--- src/rtl/uart_alu_interface.sv ---
// Collects operand A, operand B and opcode bytes from rx_uart, presents them to the ALU,
// then hands the ALU result to tx_uart as a single-byte frame.
module uart_alu_interface #(
  parameter int unsigned NB_DATA  = 8,
  parameter int unsigned NB_OP    = 6,
  parameter int unsigned NB_STATE = 3
) (
  input  logic               i_clock,
  input  logic               i_reset,
  input  logic               i_rx_done_tick,
  input  logic [NB_DATA-1:0] i_rx_data,
  input  logic [NB_DATA-1:0] i_alu_result,
  input  logic               i_tx_done_tick,
  output logic [NB_DATA-1:0] o_data_a,
  output logic [NB_DATA-1:0] o_data_b,
  output logic [NB_OP-1:0]   o_op,
  output logic               o_tx_start,
  output logic [NB_DATA-1:0] o_tx_data,
  output logic               o_busy,
  output logic               o_error
);

  typedef enum logic [NB_STATE-1:0] {
    StWaitA  = 3'd0,
    StWaitB  = 3'd1,
    StWaitOp = 3'd2,
    StSend   = 3'd3,
    StWaitTx = 3'd4
  } state_e;

  localparam logic [NB_OP-1:0] OpAdd = 6'b100000;
  localparam logic [NB_OP-1:0] OpSub = 6'b100010;
  localparam logic [NB_OP-1:0] OpAnd = 6'b100100;
  localparam logic [NB_OP-1:0] OpOr  = 6'b100101;
  localparam logic [NB_OP-1:0] OpXor = 6'b100110;
  localparam logic [NB_OP-1:0] OpNor = 6'b100111;
  localparam logic [NB_OP-1:0] OpSra = 6'b000011;
  localparam logic [NB_OP-1:0] OpSrl = 6'b000010;

  state_e             state_q, state_d;
  logic [NB_DATA-1:0] a_tmp_q, a_tmp_d;
  logic [NB_DATA-1:0] b_tmp_q, b_tmp_d;
  logic [NB_DATA-1:0] data_a_q, data_a_d;
  logic [NB_DATA-1:0] data_b_q, data_b_d;
  logic [NB_OP-1:0]   op_q, op_d;
  logic               tx_start_q, tx_start_d;
  logic [NB_DATA-1:0] tx_data_q, tx_data_d;
  logic               busy_q, busy_d;
  logic               error_q, error_d;

  logic [NB_OP-1:0] rx_opcode;
  logic             opcode_valid;

  assign rx_opcode = i_rx_data[NB_OP-1:0];

  // Upper bits of the opcode byte must be clear for the byte to be accepted.
  always_comb begin
    opcode_valid = 1'b0;
    if (i_rx_data[NB_DATA-1:NB_OP] == '0) begin
      case (rx_opcode)
        OpAdd, OpSub, OpAnd, OpOr, OpXor, OpNor, OpSra, OpSrl: opcode_valid = 1'b1;
        default:                                               opcode_valid = 1'b0;
      endcase
    end
  end

  always_comb begin
    state_d    = state_q;
    a_tmp_d    = a_tmp_q;
    b_tmp_d    = b_tmp_q;
    data_a_d   = data_a_q;
    data_b_d   = data_b_q;
    op_d       = op_q;
    tx_start_d = 1'b0;
    tx_data_d  = tx_data_q;
    error_d    = 1'b0;
    busy_d     = busy_q;

    case (state_q)
      StWaitA: begin
        if (i_rx_done_tick) begin
          a_tmp_d = i_rx_data;
          state_d = StWaitB;
        end
      end
      StWaitB: begin
        if (i_rx_done_tick) begin
          b_tmp_d = i_rx_data;
          state_d = StWaitOp;
        end
      end
      StWaitOp: begin
        if (i_rx_done_tick) begin
          if (opcode_valid) begin
            data_a_d = a_tmp_q;
            data_b_d = b_tmp_q;
            op_d     = rx_opcode;
            state_d  = StSend;
          end else begin
            error_d = 1'b1;
            state_d = StWaitA;
          end
        end
      end
      StSend: begin
        tx_data_d  = i_alu_result;
        tx_start_d = 1'b1;
        error_d    = i_rx_done_tick;
        state_d    = StWaitTx;
      end
      StWaitTx: begin
        // A byte arriving together with tx_done is dropped, never reused as operand A.
        error_d = i_rx_done_tick;
        if (i_tx_done_tick) begin
          state_d = StWaitA;
        end
      end
      default: begin
        state_d = StWaitA;
      end
    endcase

    if (state_q inside {StWaitA, StWaitB, StWaitOp, StSend, StWaitTx}) begin
      busy_d = (state_d == StSend) || (state_d == StWaitTx);
    end
  end

  always_ff @(posedge i_clock or posedge i_reset) begin
    if (i_reset) begin
      state_q    <= StWaitA;
      a_tmp_q    <= '0;
      b_tmp_q    <= '0;
      data_a_q   <= '0;
      data_b_q   <= '0;
      op_q       <= '0;
      tx_start_q <= 1'b0;
      tx_data_q  <= '0;
      busy_q     <= 1'b0;
      error_q    <= 1'b0;
    end else begin
      state_q    <= state_d;
      a_tmp_q    <= a_tmp_d;
      b_tmp_q    <= b_tmp_d;
      data_a_q   <= data_a_d;
      data_b_q   <= data_b_d;
      op_q       <= op_d;
      tx_start_q <= tx_start_d;
      tx_data_q  <= tx_data_d;
      busy_q     <= busy_d;
      error_q    <= error_d;
    end
  end

  assign o_data_a   = data_a_q;
  assign o_data_b   = data_b_q;
  assign o_op       = op_q;
  assign o_tx_start = tx_start_q;
  assign o_tx_data  = tx_data_q;
  assign o_busy     = busy_q;
  assign o_error    = error_q;

endmodule

--- config.mk ---
export PLATFORM = sky130hd
export DESIGN_NAME = uart_alu_interface
export DESIGN_NICKNAME = d
export VERILOG_FILES = /design/src/rtl/uart_alu_interface.sv
export SDC_FILE = /design/constraint.sdc
export NUM_CORES = 1
export LEC_CHECK = 0
export ABC_AREA = 0
export BUFFER_PORTS_ARGS = -buffer_cell sky130_fd_sc_hd__buf_2
export CAP_MARGIN = 40
export CORE_ASPECT_RATIO = 1.75
export CORE_MARGIN = 3
export CORE_UTILIZATION = 52
export DETAILED_ROUTE_END_ITERATION = 8
export PLACE_DENSITY = 0.79
export REMOVE_ABC_BUFFERS = 1
export SYNTH_ARGS = -nofsm -noshare
export SYNTH_HDL_FRONTEND = slang
export SYNTH_SLANG_ARGS = --single-unit
--- constraint.sdc ---
create_clock -name i_clock -period 2.1 [get_ports i_clock]
set_clock_uncertainty 0.1 [all_clocks]
set_input_delay 0.105 -clock i_clock [delete_from_list [all_inputs] [get_ports i_clock]]
set_output_delay 0.105 -clock i_clock [all_outputs]
set_load 0.03 [all_outputs]
==> impl_metrics.toml, run 1 <==
[outcome]
status = "finished, final reports clean"

[synthesis]
syn_area_per_cell_um2 = 15.74
ys_seq_area_frac = 0.6036
async_flop_share = 1.000
syn_area_mm2 = 0.002156
ys_warn_count = 0
synth_ff_type = "dfrtp_1"
ys_top_cells_by_area = "dfrtp_1 60%, mux2_4 12%, mux2_2 10%"
synth_top_area_share = 0.6036
synth.distinct_cells = 27
ys_ff_latch = 52
synth_edf_count = 0
synth_area_leader_cell = "dfrtp_1"
synthCells = 137

[routing]
dr.pass1.iters = 4
route.met2.wl_um = 2377
routedWlPerCell_um = 16.67
antenna_left = 0
via_per_inst = 5.322
num_vias = 1389
drc_errors = 0
wl_met1_um = 1664
top_layer = "met4"
dr_wl_met3_um = 239
finalWirelength_um = 4352
drt_iter0_markers = 21

[sta]
max_freq_mhz = 527.4
relSlewSlack = 0.5463
setup_viol = 0
holdWs_ns = 0.04347
worstMarginPinSlew_ns = 0.6795
hold_viol = 0
rsz0062_at_grt = "no"
min_period_over_period = 0.9029
slew_violations = 0
tns_ns = 0
layout_min_cycle_time_ns = 1.896

[global_route]
grt_overflow = 0
grt_max_degree = 34
antenna_found_initial = 0
grt_pass1_wl_um = 7272
track_usage = 0.1976
grt_pass1_vias = 1536

[setup_path]
r2r-end = "a_tmp_q[4]$_DFFE_PP0P_"
crit_family = "buffers and inverters"
rrSetupSlack_ns = 0.24
crit_slowest_cell = "dlygate4sd3_1"
crit_path_end_kind = "flip-flop"
cp_max_fo = 17
critical-path-max-stage-delay_ns = 0.54
crit_path_start_kind = "primary input"
cp.required_ns = 2.20
r2r_start = "state_q[0]$_DFF_PP0_"
path_class = "in -> reg"
reg2reg_depth = 3
crit_buf_inv = 3
path_cells = "dlygate4sd3_1 > buf_2 > nor4_4 > o2111ai_4 > buf_4 > mux2_4"
arrival_ns = 1.99

[power_and_ir_drop]
powerDensity_mw_per_mm2 = 1239
combPwrFrac = 0.367
leakage_nw = 1.424
swShare = 0.3661
power_frac_clock = 0.162
power_frac_seq = 0.470
p_int_mw = 2.153
vdd_drop_max_v = 0.0008562
power_switching_mw = 1.243

[cts]
cts.clk_slew.worst_paths_ns = 0.09
cts_buffer_depth = 2
cts_made_buffers = 5
clkSinkCount = 52
ctsResizeCount = 0
htreeDepth = 2
cts_root_buffer = "clkbuf_8"
clock_latency_ns = 0.30
tritoncts = "built"

[die]
initial_core_util = 0.5470
dieArea_mm2 = 0.004985
ios = 53
core-area_mm2 = 0.003941
rows = 30
dieHeight_um = 91.18
die_w_um = 54.67

[run]
max_cap_viol_count = 0

[layout]
n_antenna_cell = 0
multiInputGateArea_um2 = 804.5
drive_above_1_share = 0.5117
nets = 232
regArea_mm2 = 0.001301
area_growth_syn_to_layout_pct = 27.10
num-fill-cells = 279

[placed_design]
numPortBuffers = 52
gp_congestion = 0.8071
dp_hpwl_um = 3070

[worst_hold_path]
min_from = "i_rx_done_tick"
hold_path_depth = 2
hold_class = "in -> reg"
min_to = "o_error$_DFF_PP0_"
==> placed cells by master, fill, tap and decap left out, drive strengths merged, types with 3 or more instances in the layout <==
cell and n:
inv 3, o21ai 3, o2111ai 3, mux2 44, buf 58, dfrtp 52, clkbuf 5, nand2 4
clkinv 3, nor2b 4, dlygate4sd3 17
==> flip-flops by register name, summed over array words and instances (netlist names), 3 cells and up <==
name	cells
o_op	6
o_data_b	8
o_tx_data	8
o_data_a	8
state_q	3
a_tmp_q	8
b_tmp_q	8
==> cell type report <==
cell class | count | area share
clock buffers | 5 | 0.02511
clock inverters | 3 | 0.006849
inverters | 3 | 0.004110
multi-input cells | 75 | 0.2936
flip-flops and latches | 52 | 0.4749
well taps | 48 | 0.02192
repair buffers | 75 | 0.1735
==> how the worst max path moves through the flow <==
stage / from / slack [ns] / cells past startpoint / end
6_report: i_rx_data[3] / 0.20 / 6 / o_data_a[3]$_DFFE_PP0P_
5_1_grt: i_rx_data[4] / 0.14 / 6 / o_data_a[3]$_DFFE_PP0P_
4_1_cts: i_rx_data[3] / 0.05 / 6 / o_data_b[3]$_DFFE_PP0P_
3_5_place_dp: state_q[0]$_DFF_PP0_ / 0.22 / 4 / o_data_b[3]$_DFFE_PP0P_
3_3_place_gp: state_q[2]$_DFF_PP0_ / 0.29 / 4 / o_data_b[4]$_DFFE_PP0P_
2_1_floorplan: state_q[0]$_DFF_PP0_ / 0.02 / 2 / b_tmp_q[0]$_DFFE_PP0P_
==> stage by stage <==
stage	total power [mW]	std cells	utilization	area, µm²	setup WS (ns)
floorplan	2.447	130	-	2111	0.01591
global placement	2.753	235	0.6279	2475	0.2912
detailed placement	2.842	235	0.6279	2475	0.2162
CTS	3.416	260	0.6933	2733	0.04957
global route	3.578	261	0.6952	2740	0.1435
finish	3.396	261	0.6952	2740	0.2038
==> synth_stat cells, types with 3 or more instances <==
library cell  count
mux2_4           17
nand2_1           4
mux2_1            7
dfrtp_1          52
nor2b_1           4
inv_1             3
mux2_2           20
o21ai_0           3
==> worst reg2reg max path, stage by stage (launching register included) <==
cell,delay (ns)
dfrtp_1,0.48
nor2b_1,0.26
nor3b_4,0.51
mux2_2,0.40
==> power by group through the flow <==
| stage | Sequential [mW] | Combinational, mW | Clock, mW |
|---|---|---|---|
| 2_1_floorplan | 1.90 | 0.545 | 0 |
| 3_3_place_gp | 1.57 | 1.19 | 0 |
| 3_5_place_dp | 1.61 | 1.23 | 0 |
| 4_1_cts | 1.59 | 1.25 | 0.566 |
| 5_1_grt | 1.64 | 1.33 | 0.606 |
| 6_report | 1.60 | 1.25 | 0.551 |
==> metal layers <==
| metal | global-route usage | up-vias |
|---|---|---|
| met1 | 0.2361 | 695 |
| met4 | 0.06237 | 0 |
| met2 | 0.3261 | 49 |
| li1 | - | 634 |
| met3 | 0.05911 | 11 |
| met5 | 0 | - |
==> repair_timing <==
action | CTS | global route
endpoints found under the setup margin | 0 | 13
hold endpoints to repair | 52 | 0
buffers inserted | 0 | 1
hold buffers | 17 | 0
==> logic make-up after synthesis <==
group,share of synthesized area
buffers and inverters,0.02612
flip-flops,0.6036
AND/OR/NAND/NOR,0.06790
AO/OA/AOI/OAI,0.04295
multiplexers,0.2594
Note: power is estimated with default switching activity, not from simulation.
==> run 2, diff against run 1 <==
- CELL_PAD_IN_SITES_DETAIL_PLACEMENT: default -> 1
- CELL_PAD_IN_SITES_GLOBAL_PLACEMENT: default -> 2
- CORE_UTILIZATION: 52 -> 36
==> run 2 against run 1 <==
Against the previous run:
- die area up 40%
- critical path depth unchanged
- non-clock buffer count down 4
- core utilization down 21 points
- register-to-register slack worse by 0.02 ns
- design area up 0.82%
- worst setup slack worse by 0.062 ns
- hold slack worse by 0.022 ns
- via count down 1.1%
- final cell count up 9.2%
- first-iteration DRC count up 81%
- combinational power about the same
==> impl_metrics.toml, run 2 (synthesized netlist as in run 1, its figures left out) <==
[setup_path]
r2r_start = "state_q[2]$_DFF_PP0_"
arrival_ns = 2.05
r2r-end = "o_data_a[4]$_DFFE_PP0P_"
crit_slowest_cell = "dlygate4sd3_1"
path_class = "in -> reg"
rrSetupSlack_ns = 0.22
path_cells = "dlygate4sd3_1 > buf_2 > nand3b_1 > o2111ai_4 > buf_4 > mux2_2"
reg2reg_depth = 4
crit_path_start_kind = "primary input"
critical-path-max-stage-delay_ns = 0.54
cp.required_ns = 2.19
cp_max_fo = 22
crit_path_end_kind = "flip-flop"

[layout]
regArea_mm2 = 0.001301
final_cells = 285
multiInputGateArea_um2 = 804.5
nets = 228
n_antenna_cell = 0
drive_above_1_share = 0.5024
area_growth_syn_to_layout_pct = 28.15
num-fill-cells = 597
layout_common_cells = "52 x dfrtp_1, 52 x buf_2, 20 x mux2_2"

[cts]
tritoncts = "built"
clock_latency_ns = 0.30
htreeDepth = 2
cts_buffer_depth = 2
cts_made_buffers = 5
cts.clk_slew.worst_paths_ns = 0.09
clkSinkCount = 52
cts_setup_buffers = 0
cts_root_buffer = "clkbuf_8"

[power_and_ir_drop]
combPwrFrac = 0.355
vdd_drop_max_v = 0.0007790
power_frac_clock = 0.190
swShare = 0.3539
p_int_mw = 2.265
power_frac_seq = 0.455
power_switching_mw = 1.240
powerDensity_mw_per_mm2 = 1269
leakage_nw = 1.413

[routing]
antenna_left = 0
routedWlPerCell_um = 16.41
via_per_inst = 4.821
finalWirelength_um = 4676
drt_iter0_markers = 38
dr.pass1.iters = 3
drc_errors = 0
num_vias = 1374

[sta]
max_freq_mhz = 510.7
worstMarginPinSlew_ns = 0.6451
tns_ns = 0
hold_viol = 0
slew_violations = 0
relSlewSlack = 0.5699
setup_viol = 0
min_period_over_period = 0.9325
rsz0062_at_grt = "no"
layout_min_cycle_time_ns = 1.958

[placed_design]
numPortBuffers = 52
place_inst = 261
dp_hpwl_um = 3332
gp_congestion = 0.6895

[outcome]
status = "finished, final reports clean"

[die]
initial_core_util = 0.3799
core-area_mm2 = 0.005675
dieHeight_um = 108.4
die_w_um = 64.50
dieArea_mm2 = 0.006989
rows = 36
ios = 53

[global_route]
track_usage = 0.1477
grt_overflow = 0
grt_pass1_wl_um = 7755
grt_pass1_vias = 1584
grt_max_degree = 53
antenna_found_initial = 0

[run]
max_cap_viol_count = 0

[worst_hold_path]
hold_class = "in -> reg"
min_to = "a_tmp_q[4]$_DFFE_PP0P_"
hold_path_depth = 2
min_from = "i_rx_data[4]"
[run 2: cell types whose count changed in the layout (fill, tap and decap cells not counted), sizes merged]
cell / delta
clkinv: -2
buf: -3
dlygate4sd3: -1
clkbuf: +1
bufinv: +1
[run 2: layer usage]
layer,vias to the layer above,track usage,part of all wire
met5,-,0,0
met4,0,0.06354,0.021
met3,8,0.03638,0.037
met2,41,0.2892,0.59
met1,699,0.1411,0.35
li1,626,-,-
[run 2: per-stage QoR]
stage / setup WS [ns] / util / power [mW] / cell area (µm²) / hold slack, ns
3_3_place_gp: 0.3523 / 0.4396 / 2.756 / 2495 / 0.1962
2_1_floorplan: 0.01591 / - / 2.447 / 2111 / 0.1397
4_1_cts: 0.1397 / 0.4850 / 3.556 / 2753 / 0.002084
3_5_place_dp: 0.2163 / 0.4396 / 2.853 / 2495 / 0.2223
5_1_grt: 0.1077 / 0.4868 / 3.714 / 2763 / 0.01495
6_report: 0.1418 / 0.4868 / 3.505 / 2763 / 0.02108
[run 2: worst max-delay path by stage]
stage                         startpoint                       to  cells after the start
global placement    state_q[2]$_DFF_PP0_  o_data_a[4]$_DFFE_PP0P_                      4
global route                i_rx_data[3]      o_op[5]$_DFFE_PP0P_                      6
CTS                         i_rx_data[3]      o_op[5]$_DFFE_PP0P_                      6
floorplan           state_q[0]$_DFF_PP0_   b_tmp_q[0]$_DFFE_PP0P_                      2
detailed placement  state_q[0]$_DFF_PP0_   a_tmp_q[4]$_DFFE_PP0P_                      3
finish                      i_rx_data[2]  o_data_a[4]$_DFFE_PP0P_                      6
[run 2: final cells by class]
cell class | count | share of cell area
flip-flops and latches | 52 | 0.4710
multi-input cells | 75 | 0.2912
repair buffers | 71 | 0.1603
well taps | 76 | 0.03442
clock buffers | 6 | 0.02627
clock inverters | 2 | 0.01268
inverters | 3 | 0.004076
[run 2: what timing repair did]
action / 4_1_cts / 5_1_grt
hold buffers: 15 / 1
gates resized for setup: 0 / 0
endpoints found under the hold margin: 73 / 1
[run 2: worst max-delay path: cells and delay by family]
kind,cells,cell delay [ns]
muxes,1,0.39
and+or+nand+nor,1,0.28
AOI/OAI and AO/OA,1,0.18
buffers and inverters,3,1.09
[run 2: power groups by stage]
stage | Clock (mW) | Combinational (mW) | Sequential, mW
CTS | 0.694 | 1.27 | 1.60
finish | 0.666 | 1.24 | 1.60
floorplan | 0 | 0.545 | 1.90
global placement | 0 | 1.18 | 1.57
global route | 0.732 | 1.34 | 1.64
detailed placement | 0 | 1.24 | 1.62
